## src/rtl/cpu_pkg.sv

```systemverilog
// Shared types and widths for the instruction-fetch slice.
// Provides the fetch FSM state type, datapath widths and a small helper that
// forces an address onto a 4-byte boundary.
package cpu_pkg;

    localparam int INST_W = 32;
    localparam int ADDR_W = 64;

    typedef enum logic [1:0] {
        IDLE    = 2'd0,
        WAIT    = 2'd1,
        HOLD    = 2'd2,
        DISCARD = 2'd3
    } fetch_state_t;

    function automatic logic [ADDR_W-1:0] word_align(input logic [ADDR_W-1:0] addr);
        return {addr[ADDR_W-1:2], 2'b00};
    endfunction

endpackage

```

## src/rtl/if_fetch_unit_pc_register.sv

```systemverilog
// Program-counter register for the fetch stage.
// Ports:
//   clk          rising-edge clock
//   reset        asynchronous active-low reset, loads RESET_PC
//   load         update the PC this cycle
//   sel_redirect 1: next PC = word-aligned redirect_pc, 0: next PC = pc + PC_INC
//   redirect_pc  branch target
//   pc           current program counter
module pc_register
    import cpu_pkg::*;
#(
    parameter logic [ADDR_W-1:0] RESET_PC = 64'h0,
    parameter int                PC_INC   = 4
)
(
    input  logic              clk,
    input  logic              reset,
    input  logic              load,
    input  logic              sel_redirect,
    input  logic [ADDR_W-1:0] redirect_pc,
    output logic [ADDR_W-1:0] pc
);

    logic [ADDR_W-1:0] pc_q;
    logic [ADDR_W-1:0] pc_d;

    // Increment wraps modulo 2^64 by plain truncation.
    always_comb begin
        pc_d = pc_q;
        if (load) begin
            if (sel_redirect) begin
                pc_d = word_align(redirect_pc);
            end else begin
                pc_d = pc_q + ADDR_W'(PC_INC);
            end
        end
    end

    always_ff @(posedge clk or negedge reset) begin
        if (!reset) begin
            pc_q <= RESET_PC;
        end else begin
            pc_q <= pc_d;
        end
    end

    assign pc = pc_q;

endmodule

```

## src/rtl/if_fetch_unit.sv

```systemverilog
// Instruction-fetch stage feeding the IF/DE pipeline register.
// Owns the PC, keeps at most one instruction-memory read in flight, and
// presents instruction + PC with a valid flag. Honours downstream stall and
// branch redirect; redirect wins over both stall and an arriving response.
// Ports:
//   clk, reset                 clock, asynchronous active-low reset
//   stall                      hold fetch outputs and PC
//   redirect, redirect_pc      flush and refetch from redirect_pc (bits [1:0] ignored)
//   imem_req, imem_addr        registered one-cycle request pulse and its address
//   imem_rvalid, imem_rdata    memory response
//   if_valid, if_inst, if_pc   fetched instruction, its address, and valid flag
//
// state   | meaning
// --------+-------------------------------------------------------------
// IDLE    | no request in flight; issue one for the current PC
// WAIT    | request in flight, response still to be consumed
// HOLD    | response captured in the skid buffer while stalled
// DISCARD | redirected while waiting; the stale response must be dropped
module if_fetch_unit
    import cpu_pkg::*;
#(
    parameter logic [ADDR_W-1:0] RESET_PC = 64'h0,
    parameter int                PC_INC   = 4
)
(
    input  logic              clk,
    input  logic              reset,
    input  logic              stall,
    input  logic              redirect,
    input  logic [ADDR_W-1:0] redirect_pc,
    output logic              imem_req,
    output logic [ADDR_W-1:0] imem_addr,
    input  logic              imem_rvalid,
    input  logic [INST_W-1:0] imem_rdata,
    output logic              if_valid,
    output logic [INST_W-1:0] if_inst,
    output logic [ADDR_W-1:0] if_pc
);

    fetch_state_t      state_q, state_d;
    logic              imem_req_q, imem_req_d;
    logic [ADDR_W-1:0] imem_addr_q, imem_addr_d;
    logic              if_valid_q, if_valid_d;
    logic [INST_W-1:0] if_inst_q, if_inst_d;
    logic [ADDR_W-1:0] if_pc_q, if_pc_d;
    logic [INST_W-1:0] skid_q, skid_d;

    logic              pc_load;
    logic              pc_sel_redirect;
    logic [ADDR_W-1:0] pc;

    pc_register #(
        .RESET_PC (RESET_PC),
        .PC_INC   (PC_INC)
    ) u_pc_register (
        .clk          (clk),
        .reset        (reset),
        .load         (pc_load),
        .sel_redirect (pc_sel_redirect),
        .redirect_pc  (redirect_pc),
        .pc           (pc)
    );

    always_comb begin
        state_d         = state_q;
        imem_req_d      = 1'b0;
        imem_addr_d     = imem_addr_q;
        if_valid_d      = if_valid_q;
        if_inst_d       = if_inst_q;
        if_pc_d         = if_pc_q;
        skid_d          = skid_q;
        pc_load         = 1'b0;
        pc_sel_redirect = 1'b0;

        // Unstalled cycles present a bubble unless something is delivered below.
        if (!stall) begin
            if_valid_d = 1'b0;
        end

        unique case (state_q)
            IDLE: begin
                // A redirect here just retargets the PC; the request goes out next cycle.
                if (redirect) begin
                    pc_load         = 1'b1;
                    pc_sel_redirect = 1'b1;
                end else begin
                    imem_req_d  = 1'b1;
                    imem_addr_d = pc;
                    state_d     = WAIT;
                end
            end
            WAIT: begin
                if (redirect) begin
                    pc_load         = 1'b1;
                    pc_sel_redirect = 1'b1;
                    state_d         = imem_rvalid ? IDLE : DISCARD;
                end else if (imem_rvalid) begin
                    if (stall) begin
                        skid_d  = imem_rdata;
                        state_d = HOLD;
                    end else begin
                        if_inst_d  = imem_rdata;
                        if_pc_d    = pc;
                        if_valid_d = 1'b1;
                        pc_load    = 1'b1;
                        state_d    = IDLE;
                    end
                end
            end
            HOLD: begin
                if (redirect) begin
                    pc_load         = 1'b1;
                    pc_sel_redirect = 1'b1;
                    state_d         = IDLE;
                end else if (!stall) begin
                    if_inst_d  = skid_q;
                    if_pc_d    = pc;
                    if_valid_d = 1'b1;
                    pc_load    = 1'b1;
                    state_d    = IDLE;
                end
            end
            DISCARD: begin
                if (redirect) begin
                    pc_load         = 1'b1;
                    pc_sel_redirect = 1'b1;
                end
                // The stale response is consumed even if a new redirect lands with it.
                if (imem_rvalid) begin
                    state_d = IDLE;
                end
            end
            default: begin
                state_d = IDLE;
            end
        endcase

        if (redirect) begin
            if_valid_d = 1'b0;
            skid_d     = '0;
        end
    end

    always_ff @(posedge clk or negedge reset) begin
        if (!reset) begin
            state_q     <= IDLE;
            imem_req_q  <= 1'b0;
            imem_addr_q <= RESET_PC;
            if_valid_q  <= 1'b0;
            if_inst_q   <= '0;
            if_pc_q     <= '0;
            skid_q      <= '0;
        end else begin
            state_q     <= state_d;
            imem_req_q  <= imem_req_d;
            imem_addr_q <= imem_addr_d;
            if_valid_q  <= if_valid_d;
            if_inst_q   <= if_inst_d;
            if_pc_q     <= if_pc_d;
            skid_q      <= skid_d;
        end
    end

    assign imem_req  = imem_req_q;
    assign imem_addr = imem_addr_q;
    assign if_valid  = if_valid_q;
    assign if_inst   = if_inst_q;
    assign if_pc     = if_pc_q;

endmodule
```

## config.mk

```make
export PLATFORM = sky130hd
export DESIGN_NAME = if_fetch_unit
export DESIGN_NICKNAME = d
export VERILOG_FILES = /design/src/rtl/cpu_pkg.sv /design/src/rtl/if_fetch_unit_pc_register.sv /design/src/rtl/if_fetch_unit.sv
export SDC_FILE = /design/constraint.sdc
export NUM_CORES = 1
export LEC_CHECK = 0
export ABC_AREA = 1
export CORE_MARGIN = 1
export CORE_UTILIZATION = 57
export CTS_BUF_LIST = sky130_fd_sc_hd__clkbuf_2
export DETAILED_ROUTE_END_ITERATION = 8
export HOLD_SLACK_MARGIN = 0.05
export PLACE_DENSITY_LB_ADDON = 0.3
export SLEW_MARGIN = 20
export SYNTH_ARGS = -nofsm -noshare
export SYNTH_HDL_FRONTEND = slang
export SYNTH_SLANG_ARGS = --single-unit
```

## constraint.sdc

```tcl
create_clock -name clk -period 5.4 [get_ports clk]
set_input_delay 0.81 -clock clk [delete_from_list [all_inputs] [get_ports clk]]
set_output_delay 0.81 -clock clk [all_outputs]
set_load 0.005 [all_outputs]
```

==> results of run 1 <==
worst register-to-register path, cell delays in order (launching register included):
cell and delay (ps):
dfrtp_1 420, inv_1 180, ha_4 570, o21ai_1 260
nor2_4 310, nor2_4 50, inv_2 520, o21ai_0 190
o21bai_1 190, nand2_1 80
stage by stage:
stage                     hold slack [ps]  util, %
final                                 491     73.3
after CTS                             464     73.2
after detailed placement              471     70.8
after global placement                465     70.8
after floorplan                       476        -
after global routing                  511     73.3
metal layers:
metal / vias up / track usage [%] / part of all wire, %
li1: 5587 / - / -
met1: 5569 / 41.9 / 41
met2: 501 / 53.4 / 47
met3: 75 / 7.65 / 8.8
met4: 0 / 13.6 / 3.2
met5: - / 0 / 0
power by group through the flow:
stage          registers (uW)  clock network [uW]  logic [uW]
3_3_place_gp             3030                   0        2700
3_5_place_dp             3050                   0        2800
5_1_grt                  3110                1290        3110
6_report                 3030                1180        2790
4_1_cts                  3020                1210        2810
2_1_floorplan            3020                   0        1280
cells by family after synthesis:
kind of cell	count (synthesis)
other	1
XOR/XNOR	11
buffers and inverters	219
AO/OA/AOI/OAI	320
flip-flops	254
adder cells (fa/ha/maj)	6
AND/OR/NAND/NOR	756
cell usage after synthesis (5+ instances only):
master,instances
buf_4,13
o21ai_1,22
buf_6,9
o221ai_1,6
nor2_1,128
dfrtp_1,254
xor2_1,10
o21bai_1,6
o211ai_1,15
inv_1,140
o21ai_0,217
a21oi_1,13
nand4_1,12
buf_2,13
nand3_1,97
inv_2,5
nand2_1,500
nand2_2,5
o21a_1,32
ha_1,6
clkbuf_1,35
how the worst max path moves through the flow:
stage	slack [ps]	startpoint	endpoint
after CTS	2000	state_q[0]	if_pc[50]
after floorplan	3410	redirect	if_inst[16]
after global routing	2260	state_q[0]	u_pc_register.pc[33]
after global placement	2190	state_q[0]	if_pc[9]
after detailed placement	2070	state_q[0]	if_pc[50]
final	2560	state_q[0]	u_pc_register.pc[33]
what timing repair did:
| action | in CTS | in global routing |
|---|---|---|
| hold buffers | 1 | 0 |
| endpoints found under the hold margin | 102 | 0 |
| endpoints found under the setup margin | 0 | 0 |
state kept, by name (all words and copies together) (netlist names):
signal            cells
if_inst              32
if_pc                62
if_valid              1
imem_addr            62
imem_req              1
skid_q               32
state_q               2
u_pc_register.pc     62
cell type report:
type,instances,area share [%]
diodes,3,0.0484
clock buffers,82,2.65
clock inverters,25,0.621
inverters,145,3.52
multi-input cells,1097,32.8
flip-flops and latches,254,41.0
well taps,275,2.22
repair buffers,267,17.2
==> summary.txt, run 1 <==
Detailed routing
  – Vias: 11732
  – Post-DR wirelength/cell: 16.6 um
  – Detail Route Antenna Nets: 0
  – DR iter-0 viols: 851
  – First-pass detailed-route iteration total: 5
  – DRC viols: 0
  – Final WL: 35.6 mm
  – Vias per cell: 5.46

STA
  – Fin Setup TNS: 0 ps
  – Fin Clk Skew: 23.8 ps
  – RSZ-0062 raised after global routing: no
  – Fmax: 352 MHz
  – Crit share post-route: 52.5%
  – Final WS setup: 2560 ps
  – Slew @ Worst Pin: 851 ps
  – Fin crit period: 2840 ps
  – Final setup vio count: 0
  – Final Hold Viols: 0
  – Max-Slew Margin vs Limit: 43.3%
  – Slew Limit Fails: 0

Yosys
  – Ys Warns: 0
  – Mux cell area share after synthesis: 0%
  – Compound-cell area share of the yosys netlist: 14.6%
  – Post-synthesis sequential area ratio: 51.4%
  – Cells taking the most area after synthesis: dfrtp_1, nand2_1, o21ai_0, inv_1, nand3_1
  – Synth Instances: 1567
  – Cell Area, Synth: 12400 um^2
  – Adder-Cell Fraction of Synth Area: 0.607%
  – Syn_area_per_cell: 7.90 um^2
  – Synth top area share: 51.4%
  – Post-synthesis xor/xnor area fraction: 0.779%
  – Distinct cells, synth: 38
  – Ys flop type: dfrtp_1
  – Largest family of logic cells by synthesized area: simple AND/OR/NAND/NOR gates
  – Largest area contributor in the netlist: dfrtp_1
  – EDFF count, synth: 0
  – Synthesized flop and latch total: 254
  – Post-Synth Simple-Gate Area: 24.8%
  – Asr flop ratio synth: 100%

Finish
  – Share of cells above drive strength 1: 6.58%
  – Final Cell Area: 15500 um^2
  – Multi-input gate area: 5080 um^2
  – Synthesis-to-finish area growth: 25.3%
  – Filler cells: 1688
  – Final Non-Filler Cells: 2148
  – # nets final: 1933
  – Commonest non-fill, non-tap cells in the layout: nand2_1, dfrtp_1, clkdlybuf4s50_1, o21ai_0, inv_1
  – Sequential cell area: 6360 um^2
  – Commonest non-fill, non-tap cell in the layout: nand2_1

Floorplan
  – DIE AREA: 22300 um^2
  – I/O pin count: 263
  – DIE WIDTH: 149 um
  – Initial Util: 58.5%
  – Core footprint: 21200 um^2
  – Row count: 53
  – Die H: 149 um

Power and ir drop
  – Clock network fraction of total power: 16.9%
  – Net Sw Frac: 36.6%
  – Cell-internal power: 4430 uW
  – P_sw: 2560 uW
  – Logic pwr share: 39.9%
  – Flop pwr share: 43.3%
  – Lkg Pwr: 0.00691 uW
  – Maximum VDD drop: 0.311 mV
  – Final Power: 7000 uW
  – Power density over the cells: 451 nW/um^2

Critical path
  – Crit-path most repeated cell: nor2_4
  – CP Data Arrival Time: 3630 ps
  – CP Launch Type: flip-flop
  – Worst path max stage delay: 570 ps
  – Setup slack, reg-to-reg: 2560 ps
  – CP max FO: 67
  – Worst setup EP type: flip-flop
  – Worst path cell trace: inv_1 -> ha_4 -> o21ai_1 -> nor2_4 -> nor2_4 -> inv_2 -> o21ai_0 -> o21bai_1 -> nand2_1
  – Reg-to-Reg Start: state_q[0]
  – Buf+Inv Stages, Crit Path: 2
  – Reg2reg end: u_pc_register.pc[33]
  – Required time of the critical path: 6190 ps
  – CP Class: reg2reg
  – Largest delay contributor family on the critical path: buffers and inverters
  – CP max stage cell: ha_4
  – Critical path depth in cells: 9
  – Reg2reg path depth: 9

Placed design
  – Port Buffers: 256
  – DP Area: 15000 um^2
  – Post-DP HPWL: 25.0 mm
  – Pre-CTS setup slack: 2070 ps
  – GP Congestion: 0.988
  – DP Cell Count: 2037

Clocking
  – Root buf cell: clkbuf_2
  – Clock Latency Late Sink: 860 ps
  – Post-CTS Resized: 0
  – Setup bufs post-CTS: 0
  – Sink Count: 254
  – CTS tree: yes
  – CTS buffer count: 61
  – Clock transition at path regs: 100 ps
  – CTS max path bufs: 3
  – CTS H-tree depth: 2

Global route
  – GRT Util Overall: 32.7%
  – Global-route wire length before repair: 57.2 mm
  – Vias in the first global route: 11312
  – Gr ovfl total: 0
  – Largest net degree at the start of global routing: 125
  – Initial antenna violation count: 3

Worst hold path
  – Hold path cells: 2
  – End of the worst hold path: if_pc[18]
  – Min-delay worst type: reg2reg
  – Min-delay src: if_pc[18]

Outcome
  – Status: finished, final reports clean

Run
  – Maxcap violations: 0
Power figures use the tool's default switching activity.
==> run 2: changes to the inputs <==
- CORE_UTILIZATION: 57 -> 53
- clock period: 5.4 -> 2.8 ns (I/O delays scaled with it)
==> summary.txt, run 2 (synthesized netlist as in run 1, its figures left out) <==
Clocking
  – CTS buffer count: 69 (was 61)
  – Root buf cell: clkbuf_2 (unchanged)
  – Clock transition at path regs: 100 ps (about the same)
  – CTS Hold Bufs: 2 (was 1)
  – Post-CTS Resized: 0 (unchanged)
  – CTS tree: yes (unchanged)
  – Clock Latency Late Sink: 810 ps (was 860 ps)
  – CTS max path bufs: 3 (unchanged)
  – Sink Count: 254 (unchanged)
  – Setup bufs post-CTS: 0 (unchanged)
  – CTS H-tree depth: 3 (was 2)

Run
  – Maxcap violations: 0 (unchanged)

Finish
  – # nets final: 1946 (was 1933)
  – Share of cells above drive strength 1: 7.57% (was 6.58%)
  – Commonest non-fill, non-tap cell in the layout: nand2_1 (unchanged)
  – Final Cell Area: 15700 um^2 (was 15500 um^2)
  – Synthesis-to-finish area growth: 26.9% (was 25.3%)
  – Commonest non-fill, non-tap cells in the layout: nand2_1, dfrtp_1, clkdlybuf4s50_1, o21ai_0, inv_1 (unchanged)
  – Final Non-Filler Cells: 2191 (was 2148)
  – Filler cells: 1886 (was 1688)

Floorplan
  – DIE WIDTH: 155 um (was 149 um)
  – Core footprint: 22800 um^2 (was 21200 um^2)
  – Initial Util: 54.3% (was 58.5%)
  – DIE AREA: 24000 um^2 (was 22300 um^2)
  – Row count: 55 (was 53)
  – I/O pin count: 263 (unchanged)
  – Die H: 155 um (was 149 um)

Critical path
  – Reg2reg end: u_pc_register.pc[33] (unchanged)
  – CP Data Arrival Time: 3110 ps (was 3630 ps)
  – Reg2reg path depth: 9 (unchanged)
  – Worst path cell trace: inv_1 -> ha_1 -> o21ai_1 -> nor2_4 -> nor2_4 -> inv_2 -> o21ai_0 -> o21bai_1 -> nand2_1 (was inv_1 -> ha_4 -> o21ai_1 -> nor2_4 -> nor2_4 -> inv_2 -> o21ai_0 -> o21bai_1 -> nand2_1)
  – CP Launch Type: flip-flop (unchanged)
  – CP max stage cell: inv_2 (was ha_4)
  – Buf+Inv Stages, Crit Path: 2 (unchanged)
  – Required time of the critical path: 3530 ps (was 6190 ps)
  – Crit-path most repeated cell: nor2_4 (unchanged)
  – Reg-to-Reg Start: state_q[1] (was state_q[0])
  – Worst path max stage delay: 500 ps (was 570 ps)
  – CP Class: reg2reg (unchanged)
  – Worst setup EP type: flip-flop (unchanged)
  – CP max FO: 33 (was 67)
  – Setup crit end: u_pc_register.pc[33] (unchanged)
  – Critical path depth in cells: 9 (unchanged)
  – Largest delay contributor family on the critical path: buffers and inverters (unchanged)
  – Worst setup path startpoint: state_q[1] (was state_q[0])
  – Setup slack, reg-to-reg: 420 ps (was 2560 ps)

Placed design
  – Pre-CTS setup slack: 384 ps (was 2070 ps)
  – Port Buffers: 256 (unchanged)
  – DP Area: 15100 um^2 (was 15000 um^2)
  – Post-DP HPWL: 25.1 mm (was 25.0 mm)
  – GP Congestion: 0.978 (was 0.988)
  – DP Cell Count: 2079 (was 2037)

STA
  – Fin Setup TNS: 0 ps (unchanged)
  – Fmax: 420 MHz (was 352 MHz)
  – Slew Limit Fails: 0 (unchanged)
  – Final Hold Viols: 0 (unchanged)
  – Fin crit period: 2380 ps (was 2840 ps)
  – Crit share post-route: 85.0% (was 52.5%)
  – Slew @ Worst Pin: 837 ps (was 851 ps)
  – RSZ-0062 raised after global routing: no (unchanged)
  – Final setup vio count: 0 (unchanged)
  – WHS: 146 ps (was 491 ps)
  – Final WS setup: 420 ps (was 2560 ps)
  – Max-Slew Margin vs Limit: 44.2% (was 43.3%)
  – Fin Clk Skew: 36.1 ps (was 23.8 ps)

Global route
  – Largest net degree at the start of global routing: 125 (unchanged)
  – GRT Util Overall: 30.6% (was 32.7%)
  – Vias in the first global route: 11437 (was 11312)
  – Gr ovfl total: 0 (unchanged)
  – Global-route wire length before repair: 57.7 mm (was 57.2 mm)
  – Initial antenna violation count: 5 (was 3)

Detailed routing
  – Detail Route Antenna Nets: 0 (unchanged)
  – Vias per cell: 5.37 (was 5.46)
  – DRC viols: 0 (unchanged)
  – DR iter-0 viols: 801 (was 851)
  – Post-DR wirelength/cell: 16.3 um (was 16.6 um)
  – Vias: 11770 (was 11732)
  – First-pass detailed-route iteration total: 6 (was 5)
  – Final WL: 35.8 mm (was 35.6 mm)

Power and ir drop
  – Power density over the cells: 880 nW/um^2 (was 451 nW/um^2)
  – Lkg Pwr: 0.00701 uW (was 0.00691 uW)
  – Maximum VDD drop: 0.591 mV (was 0.311 mV)

Outcome
  – Status: finished, final reports clean (unchanged)

Worst hold path
  – Min-delay worst type: in2async (was reg2reg)
-- run 2: routing by layer --
layer,wire length [um],track usage (%),up-vias
li1,-,-,5612
met1,14600,38.5,5561
met2,16800,49.5,517
met3,3160,8.18,78
met4,1190,13.8,2
met5,13,0,-
-- run 2: metrics by stage --
step	power, uW	util (%)
detailed placement	11300	66.3
floorplan	8300	-
finish	13800	68.9
global placement	11100	66.3
global route	14800	68.9
CTS	13900	68.9
-- run 2: worst min path at each step --
stage	from	to	slack, ps	depth (start not counted)
4_1_cts	reset	imem_addr[25]	90	2
3_3_place_gp	reset	imem_addr[3]	390	1
3_5_place_dp	reset	imem_addr[25]	390	1
5_1_grt	reset	if_pc[2]	120	2
2_1_floorplan	reset	if_inst[0]	120	0
6_report	reset	imem_addr[25]	150	2
-- run 2: area by class of cell --
type | instances | area [um^2] | share of cell area [%]
clock buffers | 96 | 480 | 3.06
inverters | 145 | 546 | 3.47
repair buffers | 272 | 2750 | 17.5
diodes | 2 | 5.00 | 0.0319
flip-flops and latches | 254 | 6360 | 40.5
well taps | 313 | 392 | 2.49
clock inverters | 12 | 98.8 | 0.629
multi-input cells | 1097 | 5070 | 32.3
-- run 2: power by group --
| part | switching, uW | internal [uW] |
|---|---|---|
| Combinational | 2590 | 2810 |
| Clock | 1500 | 1090 |
| Sequential | 859 | 4970 |
==> run 3: changes to the inputs <==
- clock period: 2.8 -> 2.45 ns (I/O delays scaled with it)
==> summary.txt, run 3 (synthesized netlist as in run 1, its figures left out) <==
Detailed routing
  – First-pass detailed-route iteration total: 6 (unchanged)
  – Detail Route Antenna Nets: 0 (unchanged)
  – DR iter-0 viols: 837 (was 801)
  – Vias per cell: 5.34 (was 5.37)
  – Final WL: 35.7 mm (was 35.8 mm)
  – DRC viols: 0 (unchanged)
  – Post-DR wirelength/cell: 16.2 um (was 16.3 um)
  – Vias: 11771 (was 11770)

Finish
  – Final Non-Filler Cells: 2206 (was 2191)
  – Filler cells: 1938 (was 1886)
  – Commonest non-fill, non-tap cells in the layout: nand2_1, dfrtp_1, clkdlybuf4s50_1, o21ai_0, inv_1 (unchanged)
  – # nets final: 1952 (was 1946)
  – Commonest non-fill, non-tap cell in the layout: nand2_1 (unchanged)
  – Share of cells above drive strength 1: 7.99% (was 7.57%)
  – Final Cell Area: 15800 um^2 (was 15700 um^2)
  – Synthesis-to-finish area growth: 28.0% (was 26.9%)

Critical path
  – CP Class: reg2reg (unchanged)
  – Required time of the critical path: 3180 ps (was 3530 ps)
  – CP Launch Type: flip-flop (unchanged)
  – Worst setup EP type: flip-flop (unchanged)
  – Reg2reg path depth: 8 (was 9)
  – Setup slack, reg-to-reg: 320 ps (was 420 ps)
  – CP Data Arrival Time: 2860 ps (was 3110 ps)
  – CP max FO: 22 (was 33)
  – Reg-to-Reg Start: state_q[0] (was state_q[1])
  – Reg2reg end: u_pc_register.pc[7] (was u_pc_register.pc[33])

Global route
  – GRT Util Overall: 30.5% (was 30.6%)
  – Gr ovfl total: 0 (unchanged)
  – Global-route wire length before repair: 57.5 mm (was 57.7 mm)
  – Initial antenna violation count: 3 (was 5)
  – Largest net degree at the start of global routing: 125 (unchanged)
  – Vias in the first global route: 11444 (was 11437)

Placed design
  – DP Area: 15200 um^2 (was 15100 um^2)
  – Port Buffers: 256 (unchanged)
  – GP Congestion: 0.981 (was 0.978)
  – Post-DP HPWL: 25.2 mm (was 25.1 mm)
  – DP Cell Count: 2087 (was 2079)
  – Pre-CTS setup slack: 336 ps (was 384 ps)

Floorplan
  – Core footprint: 22800 um^2 (unchanged)
  – Die H: 155 um (unchanged)
  – DIE WIDTH: 155 um (unchanged)
  – Initial Util: 54.3% (unchanged)
  – DIE AREA: 24000 um^2 (unchanged)
  – Row count: 55 (unchanged)
  – I/O pin count: 263 (unchanged)

STA
  – Final WS setup: 321 ps (was 420 ps)
  – Fin Clk Skew: 88.3 ps (was 36.1 ps)
  – Fin Setup TNS: 0 ps (unchanged)
  – Fmax: 470 MHz (was 420 MHz)
  – Fin crit period: 2130 ps (was 2380 ps)
  – Final Hold Viols: 0 (unchanged)
  – Max-Slew Margin vs Limit: 62.0% (was 44.2%)
  – Final setup vio count: 0 (unchanged)
  – Slew Limit Fails: 0 (unchanged)
  – RSZ-0062 raised after global routing: no (unchanged)
  – Crit share post-route: 86.9% (was 85.0%)
  – Slew @ Worst Pin: 569 ps (was 837 ps)

Outcome
  – Status: finished, final reports clean (unchanged)

Power and ir drop
  – Lkg Pwr: 0.00709 uW (was 0.00701 uW)
  – Maximum VDD drop: 0.620 mV (was 0.591 mV)
  – Final Power: 15900 uW (was 13800 uW)
  – Power density over the cells: 1010 nW/um^2 (was 880 nW/um^2)

Clocking
  – Sink Count: 254 (unchanged)
  – CTS tree: yes (unchanged)
  – CTS max path bufs: 3 (unchanged)
  – Clock transition at path regs: 120 ps (was 100 ps)
  – Root buf cell: clkbuf_2 (unchanged)
  – CTS H-tree depth: 3 (unchanged)
  – Clock Latency Late Sink: 860 ps (was 810 ps)
  – CTS buffer count: 67 (was 69)

Run
  – Maxcap violations: 0 (unchanged)

Worst hold path
  – Min-delay worst type: in2async (unchanged)
-- run 3: cell count changes in the layout (fill, tap and decap cells not counted) --
cell,change
buf_12,+2
clkinv_2,+3
clkinv_1,+5
inv_2,+1
buf_4,+7
diode_2,+1
buf_6,-1
bufinv_16,+1
clkbuf_2,-4
-- run 3: how the worst max path moves through the flow --
stage / slack [ps] / cells after the start / endpoint / startpoint
after floorplan: 670 / 7 / if_inst[16] / state_q[1]
after global placement: 400 / 8 / u_pc_register.pc[24] / imem_rvalid
after detailed placement: 340 / 7 / u_pc_register.pc[7] / imem_rvalid
after CTS: 290 / 1 / imem_addr[41] / imem_addr[41]
after global routing: 160 / 8 / u_pc_register.pc[25] / state_q[0]
final: 320 / 8 / u_pc_register.pc[7] / state_q[0]
-- run 3: power breakdown --
part | internal, uW | leakage, uW | switching, uW | total (uW)
registers | 5680 | 0.00313 | 991 | 6670
clock network | 1330 | 0.000472 | 1740 | 3070
logic | 3240 | 0.00348 | 2950 | 6190
-- run 3: layer usage --
metal,up-vias,part of all wire [%],global-route usage (%)
met1,5542,41,38.8
li1,5642,-,-
met2,497,47,49.4
met3,88,8.8,8.01
met4,2,3.0,12.9
met5,-,0.036,0
-- run 3: cell type report --
type	count	area [um^2]	share of cell area, %
multi-input cells	1097	5070	32.0
flip-flops and latches	254	6360	40.1
diodes	3	7.51	0.0474
clock buffers	92	460	2.91
repair buffers	280	2840	17.9
inverters	145	546	3.44
clock inverters	22	166	1.05
well taps	313	392	2.47
-- run 3: worst max-delay path: stages (launching register included) --
cell and delay (ps):
dfrtp_1 410, inv_1 110, ha_1 360, o21ai_1 140, nor2_4 160, nand2_2 80
inv_2 390, o21ai_0 200, o221ai_1 200
-- run 3: repair_timing --
item | in CTS | in global routing
hold buffers | 2 | 0
resized for setup | 0 | 0
endpoints found under the hold margin | 255 | 0
setup buffers | 0 | 0
-- run 3: per-stage QoR --
step / hold WS (ps) / util, %
after floorplan: 71.9 / -
after global placement: 366 / 66.7
after detailed placement: 364 / 66.7
after CTS: 59.9 / 69.5
after global routing: 59.4 / 69.5
final: 96.7 / 69.5
